===== src/rtl/life_pkg.sv =====
// life_pkg: shared types, constants and LFSR step for the Game-of-Life engine
package life_pkg;
  typedef enum logic {IDLE = 1'b0, RUN = 1'b1} state_t;
  typedef logic [3:0] ncount_t;
  localparam logic [63:0] LFSR_RESET = 64'h0412_6424_0034_3C28;
  localparam logic [63:0] LFSR_TAPS  = 64'hD800_0000_0000_0000;
  function automatic logic [63:0] lfsr_next(input logic [63:0] s);
    return {s[62:0], ^(s & LFSR_TAPS)};
  endfunction
endpackage


===== src/rtl/life_next.sv =====
// life_next: combinational B3/S23 next-generation computation with optional torus wrap
module life_next #(
  parameter int ROWS = 8,
  parameter int COLS = 8,
  parameter int WRAP = 0
) (
  input  logic [ROWS*COLS-1:0] i_grid,
  output logic [ROWS*COLS-1:0] o_next
);
  import life_pkg::*;
  // count the eight neighbours of every cell and apply birth-on-3 / survive-on-2-or-3
  always_comb begin
    int rr;
    int cc;
    ncount_t n;
    o_next = '0;
    rr = 0;
    cc = 0;
    n = '0;
    for (int r = 0; r < ROWS; r++)
      for (int c = 0; c < COLS; c++) begin
        n = '0;
        for (int dr = -1; dr <= 1; dr++)
          for (int dc = -1; dc <= 1; dc++)
            if (dr != 0 || dc != 0) begin
              rr = r + dr;
              cc = c + dc;
              if (WRAP != 0) begin
                rr = (rr + ROWS) % ROWS;
                cc = (cc + COLS) % COLS;
              end
              if (rr >= 0 && rr < ROWS && cc >= 0 && cc < COLS)
                n = n + ncount_t'(i_grid[rr*COLS+cc]);
            end
        o_next[r*COLS+c] = (n == 4'd3) || (i_grid[r*COLS+c] && n == 4'd2);
      end
  end
endmodule


===== src/rtl/life_engine.sv =====
// life_engine: registered Game-of-Life grid with load/randomize/step/run control
module life_engine #(
  parameter int ROWS           = 8,
  parameter int COLS           = 8,
  parameter int WRAP           = 0,
  parameter int STOP_ON_STABLE = 1,
  parameter int GEN_W          = 16
) (
  input  logic                 i_clk,
  input  logic                 i_reset,
  input  logic                 i_load,
  input  logic [ROWS*COLS-1:0] i_seed,
  input  logic                 i_randomize,
  input  logic                 i_step,
  input  logic                 i_play,
  output logic [ROWS*COLS-1:0] o_grid,
  output logic [GEN_W-1:0]     o_generation,
  output logic                 o_running,
  output logic                 o_stable,
  output logic                 o_extinct
);
  import life_pkg::*;
  localparam int N = ROWS * COLS;
  logic [N-1:0]     r_grid;
  logic [N-1:0]     w_next;
  logic [N-1:0]     w_rand;
  logic [GEN_W-1:0] r_gen;
  logic [63:0]      r_lfsr;
  state_t           r_state;
  state_t           w_state_nx;
  logic             r_stable;
  logic             r_play_d;
  logic             w_rise;
  logic             w_cmd;
  logic             w_adv;
  logic             w_same;
  logic             w_dead;

  life_next #(.ROWS(ROWS), .COLS(COLS), .WRAP(WRAP)) u_next (
    .i_grid (r_grid),
    .o_next (w_next)
  );

  assign w_rise = i_play & ~r_play_d;
  assign w_cmd  = i_load | i_randomize;
  assign w_adv  = !w_cmd && ((r_state == IDLE) ? i_step : i_play);
  assign w_same = (w_next == r_grid);
  assign w_dead = (w_next == '0);

  // replicate the 64-bit LFSR state across the grid
  always_comb begin
    w_rand = '0;
    for (int i = 0; i < N; i++) w_rand[i] = r_lfsr[i % 64];
  end

  // state register; reset wins over every command
  always_ff @(posedge i_clk) begin
    if (!i_reset) r_state <= IDLE;
    else          r_state <= w_state_nx;
  end

  // next state: commands force IDLE, play edge starts a run, pause or settled grid ends it
  always_comb begin
    w_state_nx = w_cmd ? IDLE :
                 (r_state == IDLE) ? (w_rise ? RUN : IDLE) :
                 !i_play ? IDLE :
                 (STOP_ON_STABLE != 0 && (w_same || w_dead)) ? IDLE : RUN;
  end

  // state-derived outputs
  always_comb begin
    o_running = (r_state == RUN);
  end

  // grid, counter, flag, LFSR and play-edge registers; play is sampled at reset so a held level cannot restart
  always_ff @(posedge i_clk) begin
    if (!i_reset) begin
      r_grid   <= '0;
      r_gen    <= '0;
      r_stable <= 1'b0;
      r_lfsr   <= LFSR_RESET;
      r_play_d <= i_play;
    end else begin
      r_lfsr   <= lfsr_next(r_lfsr);
      r_play_d <= i_play;
      if (i_load) begin
        r_grid   <= i_seed;
        r_gen    <= '0;
        r_stable <= 1'b0;
      end else if (i_randomize) begin
        r_grid   <= w_rand;
        r_gen    <= '0;
        r_stable <= 1'b0;
      end else if (w_adv) begin
        r_grid   <= w_next;
        r_gen    <= (&r_gen) ? r_gen : r_gen + 1'b1;
        r_stable <= w_same;
      end
    end
  end

  assign o_grid       = r_grid;
  assign o_generation = r_gen;
  assign o_stable     = r_stable;
  assign o_extinct    = (r_grid == '0);
endmodule


===== config.mk =====
export PLATFORM = sky130hd
export DESIGN_NAME = life_engine
export DESIGN_NICKNAME = d
export VERILOG_FILES = /design/src/rtl/life_pkg.sv /design/src/rtl/life_next.sv /design/src/rtl/life_engine.sv
export SDC_FILE = /design/constraint.sdc
export NUM_CORES = 1
export LEC_CHECK = 0
export BUFFER_PORTS_ARGS = -buffer_cell sky130_fd_sc_hd__clkbuf_2
export CORE_MARGIN = 3
export CORE_UTILIZATION = 45
export DETAILED_ROUTE_END_ITERATION = 12
export GPL_ROUTABILITY_DRIVEN = 0
export PLACE_DENSITY_LB_ADDON = 0.3
export RECOVER_POWER = 100
export SLEW_MARGIN = 25
export SYNTH_ARGS = -nofsm -noshare
export SYNTH_HDL_FRONTEND = slang
export SYNTH_SLANG_ARGS = --single-unit

===== constraint.sdc =====
create_clock -name i_clk -period 5.2 [get_ports i_clk]
set_input_delay 0.52 -clock i_clk [delete_from_list [all_inputs] [get_ports i_clk]]
set_output_delay 0.52 -clock i_clk [all_outputs]
set_load 0.005 [all_outputs]

==> run summary <==
The mapped netlist covers 17,100 µm². Worst-skew pair later-pin latency: 0.45 ns. Each instance of the synthesized netlist takes up on average 8.55 µm². The run finished, with violations left.

The instance count along the most critical hold path came out at 1. In the synthesized netlist the dominant register cell turns out to be sky130_fd_sc_hd__dfxtp_1. Clock tree synthesis inserted a total of 17 buffers. The worst reg2reg path endpoint was o_stable. For flop-to-flop paths, the worst setup slack is 0.26 ns.

The mean number of vias per cell was 5.86. Start point of the worst hold path: i_play. The first routing iteration left 1,955 violations. Type of element capturing the critical path: a flip-flop.

For the number of hold buffers added after CTS, the log shows 0. STA classifies the critical path startpoint as a flip-flop. The largest voltage drop on the vdd net was 238 µV; the clock edge transition at the registers on the reported setup and hold paths was 0.08 ns. The signal on the critical path passes through clkbuf_1, ha_1, inv_1, fa_1, fa_1, inv_1, fa_1, inv_1, fa_1, nand3_1, o21ai_1, or4_1, nor4b_2, nand4_1, nor3_1, a22oi_2, nor2_2. In the routed design, unresolved DRC markers number 0. The net switching power is 0.00350 W, and the die height is 201 µm.

In this design, the critical path's most frequently occurring cell is sky130_fd_sc_hd__fa_1. For the worst flop-to-flop path, the logic depth is 17. The worst hold margin came out at 0.246 ns. The total routing resource utilization after global routing is 0.320, and the ratio of final minimum period to clock period is 0.950.

Summed over all cells, the static leakage comes to 9.12 nW. Overall power consumption after layout is estimated at 0.00702 W. The Yosys step of the flow raised 0 warnings.

Once routing completed, OpenROAD measured the worst setup slack at 0.261 ns. The run gives 70 as the number of core rows. By area the synthesized netlist is led by sky130_fd_sc_hd__fa_1 23%, sky130_fd_sc_hd__dfxtp_1 17%, sky130_fd_sc_hd__ha_1 14%.

The residual antenna-violating net count after detailed routing is 0, and the count of flip-flops with a built-in enable after synthesis is 0. Dominant combinational cell family by area after synthesis: adder cells. The share of post-route cells with drive strength above 1 is 0.0935, and the wire length per cell is 24.1 µm. The worst register-to-register path begins at o_grid[18]. The H-tree depth reported by CTS is 4. The number of pins with negative max-slew slack in the final report was 60. The tools report the number of setup violations in the final report as 0.

Wires add up to 65.6 mm. For the sequential group share of total power, the log shows 0.182. The headroom to the max-slew limit is -0.686. The finished cells cover 19,300 µm². Together, buffers and inverters on the worst path number 4.

The parity-gate share of the synthesized area counting xor and xnor cells came out at 0.00820. For the number of gates given a new drive strength after cts, the log shows 0. The initial cell density of the core is 0.462. The floorplan step defined a die boundary enclosing 40,400 µm². The number of ports placed on the die boundary was 153.

Basic-gate share of the synthesized area counting and, or, nand and nor cells: 0.206. At the placement stage, the worst setup path has a slack of 0.545 ns. From left edge to right edge, the die measures 201 µm. The floorplan step defined a core boundary enclosing 37,000 µm². At the worst endpoint, the required time is 5.57 ns. The run gives 0.172 as the proportion of synthesized chip area in sequential cells. Maximum operating frequency: 202 MHz. The checks that failed: max-capacitance violations, max-slew violations.

Along the worst path, the maximum fanout reaches 9. The post-synthesis share of cell area spent on full adders, half adders and majority gates is 0.369. The biggest area contributor in the post-synthesis netlist is sky130_fd_sc_hd__fa_1. The number of violations of the max-capacitance limit is 1, and the share of synthesized area spent on multiplexers is 0.0247. The power per unit of standard cell area was 364 nW/µm². The detailed-route via count was 15,900; the wire length of the first global-routing pass was 97.8 mm.

Distinct cell type count after synthesis: 82. The fraction of power consumed by combinational cells is 0.632. When the netlist entered floorplanning its net count stood at 2,457.

Counting I/O delays and the setup requirement, the final critical path takes 4.94 ns. The post-synthesis to final-layout area growth came out at 12.7%. The largest stage delay on the critical path was 0.71 ns. The remaining global-route overflow was 0; the count of final hold-check violations was 0. The number of port buffers was 152; the internal power was 0.00352 W.

The worst setup path is of the reg -> reg kind. The run gives 0.186 as the clock power share. Grouping stages by cell kind, the critical path spends the most delay in adder cells. The async set-reset flop share out of synthesis works out to 0.

Setup repair after global routing left no endpoint under its margin. Entering global routing, the biggest net connects 73 pins. The via count of the first global-routing pass was 15,700; the initial antenna violation count was 2.

TritonCTS built the clock tree. The top cell type's share of synthesized area is 0.229. The cell area after placement came out at 18,900 µm². The type of the tightest min-delay check was in -> reg. For the sum of negative setup slack, the log shows 0 ns. The cell chosen for the clock root is sky130_fd_sc_hd__clkbuf_16. The number of flip-flops and latches in the synthesized netlist works out to 147.

Worst setup skew after layout: 0.0225 ns. The fraction of power spent switching nets is 0.499. The cell count after synthesis came out at 2,001.

The worst hold path terminates at r_play_d. For this design, the sink count on the clock tree is 147. The run gives 2,658 as the final layout net count. The transition time of the tightest slew-check pin was 2.53 ns; the clock tree buffer depth was 2. The compound-cell area share of the yosys netlist is 0.128, and the number of buffers inserted to repair setup after CTS is 0. The worst path arrival time was 5.31 ns; the detailed placement HPWL was 53.7 mm. The total iterations of the first detailed-routing run was 6. The cell with the largest stage delay on the worst path is sky130_fd_sc_hd__clkbuf_1.
[cells in the final DEF, fill, tap and decap left out, types with 7 or more instances in the layout]
master,n
sky130_fd_sc_hd__a21oi_1,78
sky130_fd_sc_hd__o221ai_1,9
sky130_fd_sc_hd__a21boi_0,34
sky130_fd_sc_hd__and2_0,35
sky130_fd_sc_hd__and2_1,34
sky130_fd_sc_hd__nor4_1,20
sky130_fd_sc_hd__nand2_1,175
sky130_fd_sc_hd__fa_1,196
sky130_fd_sc_hd__dfxtp_1,147
sky130_fd_sc_hd__mux2i_1,41
sky130_fd_sc_hd__nand4_1,33
sky130_fd_sc_hd__nor4b_1,10
sky130_fd_sc_hd__xor2_1,10
sky130_fd_sc_hd__nor3_1,23
sky130_fd_sc_hd__nand2b_1,36
sky130_fd_sc_hd__nor2_1,101
sky130_fd_sc_hd__a211oi_1,15
sky130_fd_sc_hd__buf_4,33
sky130_fd_sc_hd__o21ai_0,105
sky130_fd_sc_hd__ha_1,190
sky130_fd_sc_hd__and3_1,7
sky130_fd_sc_hd__clkbuf_1,78
sky130_fd_sc_hd__clkbuf_2,126
sky130_fd_sc_hd__o211ai_1,32
sky130_fd_sc_hd__a31oi_1,10
sky130_fd_sc_hd__nor3b_1,36
sky130_fd_sc_hd__inv_1,360
sky130_fd_sc_hd__clkbuf_16,17
sky130_fd_sc_hd__nand3_1,37
sky130_fd_sc_hd__nor2b_1,66
[flip-flops by register name (all words and copies together), names as in the netlist]
| register | count |
|---|---|
| r_play_d | 1 |
| o_running | 1 |
| o_stable | 1 |
| r_lfsr | 64 |
| o_generation | 16 |
| o_grid | 64 |
[per-layer routing]
metal,wire length [µm],track usage,vias to the layer above
met2,27700,0.483,1008
met4,3530,0.132,2
met5,10,0,-
li1,-,-,7048
met3,8330,0.0832,207
met1,26100,0.438,7671
[Yosys cell counts, types with 41 or more instances]
cell	count
sky130_fd_sc_hd__a21oi_1	77
sky130_fd_sc_hd__and2_1	69
sky130_fd_sc_hd__clkbuf_1	44
sky130_fd_sc_hd__dfxtp_1	147
sky130_fd_sc_hd__fa_1	196
sky130_fd_sc_hd__ha_1	190
sky130_fd_sc_hd__inv_1	360
sky130_fd_sc_hd__mux2i_1	41
sky130_fd_sc_hd__nand2_1	175
sky130_fd_sc_hd__nor2_1	101
sky130_fd_sc_hd__nor2b_1	66
sky130_fd_sc_hd__o21ai_0	105
[worst register-to-register path, stage by stage (launching register included)]
cell and delay (ns):
sky130_fd_sc_hd__dfxtp_1 0.33, sky130_fd_sc_hd__clkbuf_1 0.71, sky130_fd_sc_hd__ha_1 0.38, sky130_fd_sc_hd__inv_1 0.07, sky130_fd_sc_hd__fa_1 0.42, sky130_fd_sc_hd__fa_1 0.43
sky130_fd_sc_hd__inv_1 0.08, sky130_fd_sc_hd__fa_1 0.20, sky130_fd_sc_hd__inv_1 0.06, sky130_fd_sc_hd__fa_1 0.47, sky130_fd_sc_hd__nand3_1 0.13, sky130_fd_sc_hd__o21ai_1 0.07
sky130_fd_sc_hd__or4_1 0.56, sky130_fd_sc_hd__nor4b_2 0.32, sky130_fd_sc_hd__nand4_1 0.17, sky130_fd_sc_hd__nor3_1 0.28, sky130_fd_sc_hd__a22oi_2 0.09, sky130_fd_sc_hd__nor2_2 0.10
[cells by family (layout without fill, tap and decap cells)]
logic type	count (synthesis)	count (layout)
adder cells (fa/ha/maj)	386	386
buffers and inverters	416	630
multiplexers	42	42
other	0	2
AO/OA/AOI/OAI	343	343
AND/OR/NAND/NOR	651	651
XOR/XNOR	16	16
flip-flops	147	147
[area by class of cell]
class | instances | area, µm²
fill | 3547 | 17800
multi-input combinational | 1438 | 12600
sequential | 147 | 2940
inverter | 362 | 1360
timing repair buffer | 236 | 1170
tap | 504 | 631
clock buffer | 18 | 429
clock inverter | 14 | 159
antenna | 2 | 5.00
[worst max path at each step]
stage	slack [ns]	depth (start not counted)	end	from
floorplan	0.87	17	o_stable	o_grid[1]
global route	0.15	17	o_stable	o_grid[18]
finish	0.26	17	o_stable	o_grid[18]
CTS	0.51	16	o_stable	o_grid[33]
detailed placement	0.54	16	o_stable	o_grid[33]
global placement	0.59	16	o_stable	o_grid[33]
[power groups by stage]
stage	sequential (W)	clock, W	combinational [W]
2_1_floorplan	0.00135	0	0.00270
3_3_place_gp	0.00130	0	0.00420
3_5_place_dp	0.00130	0	0.00432
4_1_cts	0.00127	0.00130	0.00436
5_1_grt	0.00128	0.00135	0.00479
6_report	0.00128	0.00131	0.00444
[stage by stage]
step,util,cells
after CTS,0.526,2719
after global routing,0.520,2719
after floorplan,-,2001
after global placement,0.511,2687
after detailed placement,0.511,2687
final,0.520,2721
No activity file was read; power rests on OpenSTA's default activity.
